### config.mk
export PLATFORM = sky130hd
export DESIGN_NAME = eoc_readout_ctrl_flat
export DESIGN_NICKNAME = d
export VERILOG_FILES = /design/src/rtl/eoc_readout_ctrl_if.sv /design/src/rtl/eoc_readout_ctrl.sv /design/src/flat_wrapper.sv
export SDC_FILE = /design/constraint.sdc
export NUM_CORES = 1
export LEC_CHECK = 0
export ABC_AREA = 1
export CAP_MARGIN = 25
export CORE_UTILIZATION = 35
export DETAILED_ROUTE_END_ITERATION = 6
export PLACE_DENSITY_LB_ADDON = 0.15
export SLEW_MARGIN = 0
export SYNTH_ARGS = -nofsm -noshare
export SYNTH_HDL_FRONTEND = slang
export SYNTH_SLANG_ARGS = --single-unit
### constraint.sdc
create_clock -name clk40MHz_i -period 4.45 [get_ports clk40MHz_i]
set_clock_uncertainty 0.15 [all_clocks]
set_input_delay 0.89 -clock clk40MHz_i [delete_from_list [all_inputs] [get_ports clk40MHz_i]]
set_output_delay 0.89 -clock clk40MHz_i [all_outputs]
set_load 0.02 [all_outputs]
### src/rtl/eoc_readout_ctrl_if.sv
// Bus between the readout controller, the EOC token chains and the TX FIFO.
// Strobes are qualified by the chain's token and the FIFO full flag in the same cycle.
interface eoc_readout_ctrl_if #(
    parameter int N_CH = 2
);
    localparam int CH_W = (N_CH > 1) ? $clog2(N_CH) : 1;

    logic [N_CH-1:0] eoc_token_i;
    logic [N_CH-1:0] eoc_rqt_data_o;
    logic [N_CH-1:0] eoc_rd_o;
    logic            tx_fifo_full_i;
    logic            tx_fifo_wr_n_o;
    logic [CH_W-1:0] ch_sel_o;

    modport master (
        input  eoc_token_i, tx_fifo_full_i,
        output eoc_rqt_data_o, eoc_rd_o, tx_fifo_wr_n_o, ch_sel_o
    );

    modport slave (
        output eoc_token_i, tx_fifo_full_i,
        input  eoc_rqt_data_o, eoc_rd_o, tx_fifo_wr_n_o, ch_sel_o
    );
endinterface

### src/rtl/eoc_readout_ctrl.sv
// Round-robin EOC readout frame scheduler: request each chain, wait for its token,
// stream up to BURST words into the TX FIFO, stalling while the FIFO is full.
module eoc_readout_ctrl #(
    parameter int N_CH     = 2,
    parameter int BURST    = 16,
    parameter int TOK_WAIT = 4,
    parameter int CNT_W    = 16
) (
    input  logic                 clk40MHz_i,
    input  logic                 rst_i,
    input  logic                 start_i,
    input  logic                 cont_mode_i,
    input  logic                 clr_cnt_i,
    eoc_readout_ctrl_if.master   bus,
    output logic                 busy_o,
    output logic                 frame_done_o,
    output logic [CNT_W-1:0]     hit_cnt_o,
    output logic [2:0]           state_dbg_o
);
    localparam int CH_W   = (N_CH > 1) ? $clog2(N_CH) : 1;
    localparam int WAIT_W = $clog2(TOK_WAIT + 1);
    localparam int BST_W  = $clog2(BURST + 1);
    localparam logic [CH_W-1:0]   LAST_CH    = CH_W'(N_CH - 1);
    localparam logic [WAIT_W-1:0] WAIT_LAST  = WAIT_W'(TOK_WAIT - 1);
    localparam logic [BST_W-1:0]  BURST_LAST = BST_W'(BURST - 1);

    typedef enum logic [2:0] {IDLE, REQ, WAIT_TOK, READ, NEXT} state_t;

    state_t            state, state_n;
    logic [CH_W-1:0]   ch, ch_n;
    logic [WAIT_W-1:0] wait_cnt, wait_n;
    logic [BST_W-1:0]  burst_cnt, burst_n;
    logic [N_CH-1:0]   rqt_n;
    logic              tok;
    logic              rd;

    always_ff @(posedge clk40MHz_i or posedge rst_i) begin
        if (rst_i) begin
            state     <= IDLE;
            ch        <= '0;
            wait_cnt  <= '0;
            burst_cnt <= '0;
        end else begin
            state     <= state_n;
            ch        <= ch_n;
            wait_cnt  <= wait_n;
            burst_cnt <= burst_n;
        end
    end

    always_comb begin
        state_n = state;
        ch_n    = ch;
        wait_n  = wait_cnt;
        burst_n = burst_cnt;
        rd      = 1'b0;
        tok     = bus.eoc_token_i[ch];
        case (state)
            IDLE: begin
                if (start_i || cont_mode_i) begin
                    state_n = REQ;
                    ch_n    = '0;
                end
            end
            REQ: begin
                state_n = WAIT_TOK;
                wait_n  = '0;
                burst_n = '0;
            end
            WAIT_TOK: begin
                if (tok) begin
                    state_n = READ;
                end else if (wait_cnt == WAIT_LAST) begin
                    state_n = NEXT;
                end else begin
                    wait_n = wait_cnt + 1'b1;
                end
            end
            READ: begin
                // A full FIFO holds the strobe off but keeps the grant.
                rd = tok && !bus.tx_fifo_full_i;
                if (!tok) begin
                    state_n = NEXT;
                end else if (rd) begin
                    burst_n = burst_cnt + 1'b1;
                    if (burst_cnt == BURST_LAST) begin
                        state_n = NEXT;
                    end
                end
            end
            NEXT: begin
                if (ch != LAST_CH) begin
                    ch_n    = ch + 1'b1;
                    state_n = REQ;
                end else begin
                    ch_n    = '0;
                    state_n = cont_mode_i ? REQ : IDLE;
                end
            end
            default: state_n = IDLE;
        endcase
    end

    // Registered outputs are computed from the next state so they line up with it.
    always_comb begin
        rqt_n = '0;
        if (state_n == REQ) begin
            rqt_n = N_CH'(1) << ch_n;
        end
    end

    always_ff @(posedge clk40MHz_i or posedge rst_i) begin
        if (rst_i) begin
            bus.eoc_rqt_data_o <= '0;
            busy_o             <= 1'b0;
            frame_done_o       <= 1'b0;
            hit_cnt_o          <= '0;
        end else begin
            bus.eoc_rqt_data_o <= rqt_n;
            busy_o             <= (state_n != IDLE);
            frame_done_o       <= (state_n == NEXT) && (ch_n == LAST_CH);
            if (clr_cnt_i) begin
                hit_cnt_o <= '0;
            end else if (rd && (hit_cnt_o != {CNT_W{1'b1}})) begin
                hit_cnt_o <= hit_cnt_o + 1'b1;
            end
        end
    end

    assign bus.eoc_rd_o       = rd ? (N_CH'(1) << ch) : '0;
    assign bus.tx_fifo_wr_n_o = !rd;
    assign bus.ch_sel_o       = ch;
    assign state_dbg_o        = state;
endmodule

### src/flat_wrapper.sv
// flat-port wrapper written by rule: the top's interface ports become plain ports
module eoc_readout_ctrl_flat 
#(
    parameter int N_CH     = 2,
    parameter int BURST    = 16,
    parameter int TOK_WAIT = 4,
    parameter int CNT_W    = 16
)
  (clk40MHz_i, rst_i, start_i, cont_mode_i, clr_cnt_i, busy_o, frame_done_o, hit_cnt_o, state_dbg_o, bus_eoc_token_i, bus_tx_fifo_full_i, bus_eoc_rqt_data_o, bus_eoc_rd_o, bus_tx_fifo_wr_n_o, bus_ch_sel_o);
  eoc_readout_ctrl_if #(.N_CH(N_CH)) bus_i ();
  input  logic clk40MHz_i;
  input  logic rst_i;
  input  logic start_i;
  input  logic cont_mode_i;
  input  logic clr_cnt_i;
  output logic busy_o;
  output logic frame_done_o;
  output logic [CNT_W-1:0] hit_cnt_o;
  output logic [2:0] state_dbg_o;
  input wire logic [$bits(bus_i.eoc_token_i)-1:0] bus_eoc_token_i;
  input wire logic [$bits(bus_i.tx_fifo_full_i)-1:0] bus_tx_fifo_full_i;
  output wire logic [$bits(bus_i.eoc_rqt_data_o)-1:0] bus_eoc_rqt_data_o;
  output wire logic [$bits(bus_i.eoc_rd_o)-1:0] bus_eoc_rd_o;
  output wire logic [$bits(bus_i.tx_fifo_wr_n_o)-1:0] bus_tx_fifo_wr_n_o;
  output wire logic [$bits(bus_i.ch_sel_o)-1:0] bus_ch_sel_o;
  assign bus_i.eoc_token_i = bus_eoc_token_i;
  assign bus_i.tx_fifo_full_i = bus_tx_fifo_full_i;
  assign bus_eoc_rqt_data_o = bus_i.eoc_rqt_data_o;
  assign bus_eoc_rd_o = bus_i.eoc_rd_o;
  assign bus_tx_fifo_wr_n_o = bus_i.tx_fifo_wr_n_o;
  assign bus_ch_sel_o = bus_i.ch_sel_o;
  eoc_readout_ctrl #(.N_CH(N_CH), .BURST(BURST), .TOK_WAIT(TOK_WAIT), .CNT_W(CNT_W)) u_core (.clk40MHz_i(clk40MHz_i), .rst_i(rst_i), .start_i(start_i), .cont_mode_i(cont_mode_i), .clr_cnt_i(clr_cnt_i), .bus(bus_i), .busy_o(busy_o), .frame_done_o(frame_done_o), .hit_cnt_o(hit_cnt_o), .state_dbg_o(state_dbg_o));
endmodule
==> flow_metrics.tcl <==
set metrics [dict create \
    vias_per_cell 4.66 \
    dp_hpwl_mm 3.04 \
    synth_cell_type_count 27 \
    port_buffers 34 \
    dr_total_vias 1664 \
    ys_warn_count 0 \
    final_cells 357 \
    drv_slew 0 \
    syn_nets 259 \
    dieArea_um2 5670 \
    areaGrowthSynthToFinish_pct 29.1 \
    clkSinkCount 32 \
    async_flop_share_pct 100 \
    hold_viol 0 \
    reg2reg_depth 9 \
    combPwrFrac_pct 32.5 \
    cp-start-kind "primary input" \
    die_h_um 75.3 \
    final_util_pct 47.2 \
    synth_edf_count 0 \
    row_count 26 \
    nNetsFinal 299 \
    io_pins 35 \
    hold-path-endpoint "u_core.burst_cnt[0]$_DFFE_PP0P_" \
    sw_frac_of_total_pct 35.7 \
    clk_path_buf_depth 2 \
    r2r_start "u_core.hit_cnt_o[0]$_DFFE_PP0P_" \
    grt_usage_pct 16.8 \
    tritoncts "built" \
    gp_congestion 0.784 \
    cp.required_ns 3.41 \
    hold_path_depth 1 \
    insertion_delay_ns 0.29 \
    wl_met3_um 153 \
    synthCells 246 \
    floorplan.initialDensity_pct 36.6 \
    leakage_nw 1.12 \
    dp.cells 348 \
    dr.max_layer_used "met4" \
    route.detailed.drc 0 \
    reg2reg_setup_slack_ns 2.44 \
    worst_slew_pin_slew_ns 0.514 \
    period_minus_slack_ns 3.54 \
    routed_wl_mm 4.22 \
    die_w_um 75.3 \
    hold_path_class "reg2reg" \
    ctsHoldBuffers 0 \
    grt_pass1_wl_mm 7.00 \
    max_freq_mhz 282 \
    drive_above_1_share_pct 8.36 \
    gr-total-overflow 0 \
    syn-cell-area_um2 1880 \
    rsz0062_at_grt "no" \
    wl_met1_mm 2.09 \
    numCtsBuffers 5 \
    post_cts_resized 0 \
    drtIter0Drc 71 \
    place_ws_ns 0.895 \
    ant_nets 0 \
    post-cts-setup-buffers 0 \
    route.met2.wl_mm 1.91 \
    first_global_vias 1501 \
    seq_area_frac_synth_pct 42.6 \
    syn_avg_cell_area_um2 7.64 \
    root_buffer "clkbuf_8" \
    antenna_found_initial 0 \
    setup_ws_ns 0.906 \
    setup.worst_path.class "in2out" \
    peakVddDrop_v 0.000229 \
    core_um2 5140 \
    intPower_mw 0.667 \
    clk_pin_slew_ns 0.07 \
    min_period_over_period_pct 79.6 \
    power_density_nw_per_um2 427 \
    ys_ff_latch 32 \
    ys.flop_type "dfrtp_1" \
    outcome "complete, no violations" \
    setup_viol 0 \
    pwr-share-seq_pct 37.6 \
    diodes 0 \
    p_sw_mw 0.371 \
    maxSlewHeadroom_pct 65.7 \
    r2r_end "u_core.hit_cnt_o[15]$_DFFE_PP0P_" \
    wire_per_inst_um 11.8 \
    cts-htree-levels 2 \
    arrival_ns 2.50 \
    cap_viol_max_count 0 \
    grt_max_degree 24 \
    cp_max_fo 8 \
    power_frac_clock_pct 29.9 \
    finalSetupTns_ns 0 \
    first_pass_iters 4 \
    endpoint_kind "primary output" \
    hold_start "u_core.burst_cnt[0]$_DFFE_PP0P_" \
]
worst max path at each step:
stage                             startpoint         endpoint  slack, ns
after global placement    bus_eoc_token_i[1]  bus_eoc_rd_o[1]       0.91
after floorplan           bus_eoc_token_i[1]  bus_eoc_rd_o[0]       1.79
after detailed placement  bus_eoc_token_i[1]  bus_eoc_rd_o[0]       0.89
after CTS                 bus_eoc_token_i[1]  bus_eoc_rd_o[0]       0.89
final                     bus_eoc_token_i[1]  bus_eoc_rd_o[0]       0.91
after global routing      bus_eoc_token_i[1]  bus_eoc_rd_o[1]       0.77
cell usage in the layout, fill, tap and decap left out, types with 2 or more instances in the layout:
master and count:
clkdlybuf4s50_1 34, o21bai_1 3, nor2_4 2, o22ai_1 3
nor2_8 2, nand4_1 17, nor3_1 4, nand3b_1 3
a21oi_1 2, nand3_1 13, or2_2 4, inv_1 25
xor2_1 4, nand2_1 82, o21ai_0 7, clkbuf_8 7
inv_2 3, ha_1 5, nor2_1 26, dfrtp_1 32
logic make-up after synthesis:
logic type	Yosys count	synth area share, %
AO/OA/AOI/OAI	16	4.99
XOR/XNOR	4	1.86
adder cells (fa/ha/maj)	5	3.33
buffers and inverters	31	7.19
flip-flops	32	42.6
multiplexers	1	0.532
AND/OR/NAND/NOR	157	39.5
final cells by class:
cell class,instances,area (µm²)
repair buffers,36,363
inverters,28,105
multi-input cells,183,945
well taps,70,87.6
flip-flops and latches,32,801
fillers,531,2710
clock buffers,7,96.3
clock inverters,1,30.0
metrics by stage:
stage / cell area [µm²] / power (mW) / hold slack, ns
after detailed placement: 2290 / 0.734 / 0.354
final: 2430 / 1.04 / 0.365
after global placement: 2290 / 0.734 / 0.346
after global routing: 2430 / 1.11 / 0.382
after CTS: 2410 / 1.05 / 0.364
after floorplan: 1880 / 0.616 / 0.316
registers in the layout, indices dropped and copies added, names as in the netlist:
register	cells
u_core.burst_cnt	5
u_core.wait_cnt	3
u_core.hit_cnt_o	16
u_core.busy_o	1
u_core.frame_done_o	1
u_core.bus.eoc_rqt_data_o	2
u_core.state_dbg_o	3
u_core.bus.ch_sel_o	1
cells in the mapped netlist (4+ instances only):
library cell / count / area (µm²)
dfrtp_1: 32 / 801
ha_1: 5 / 62.6
inv_1: 25 / 93.8
nand2_1: 82 / 308
nand3_1: 13 / 65.1
nand4_1: 17 / 106
nor2_1: 26 / 97.6
nor3_1: 4 / 20.0
o21ai_0: 7 / 35.0
or2_2: 4 / 25.0
xor2_1: 4 / 35.0
worst max-delay path, stage by stage:
cell	delay [ns]
clkdlybuf4s50_1	0.45
nand2_1	0.04
nand2_1	0.20
nand3_4	0.19
nor2_1	0.12
clkdlybuf4s50_1	0.61
power by group through the flow:
stage,registers (mW),clock network [mW],logic (mW)
3_5_place_dp,0.395,0,0.339
5_1_grt,0.399,0.328,0.384
6_report,0.390,0.310,0.337
4_1_cts,0.390,0.317,0.340
3_3_place_gp,0.396,0,0.338
2_1_floorplan,0.417,0,0.198
per-layer routing:
metal	vias up	track usage, %
met1	758	23.2
li1	879	-
met3	7	4.89
met5	-	0
met4	0	5.56
met2	20	25.4
(Power assumes the default switching activity.)
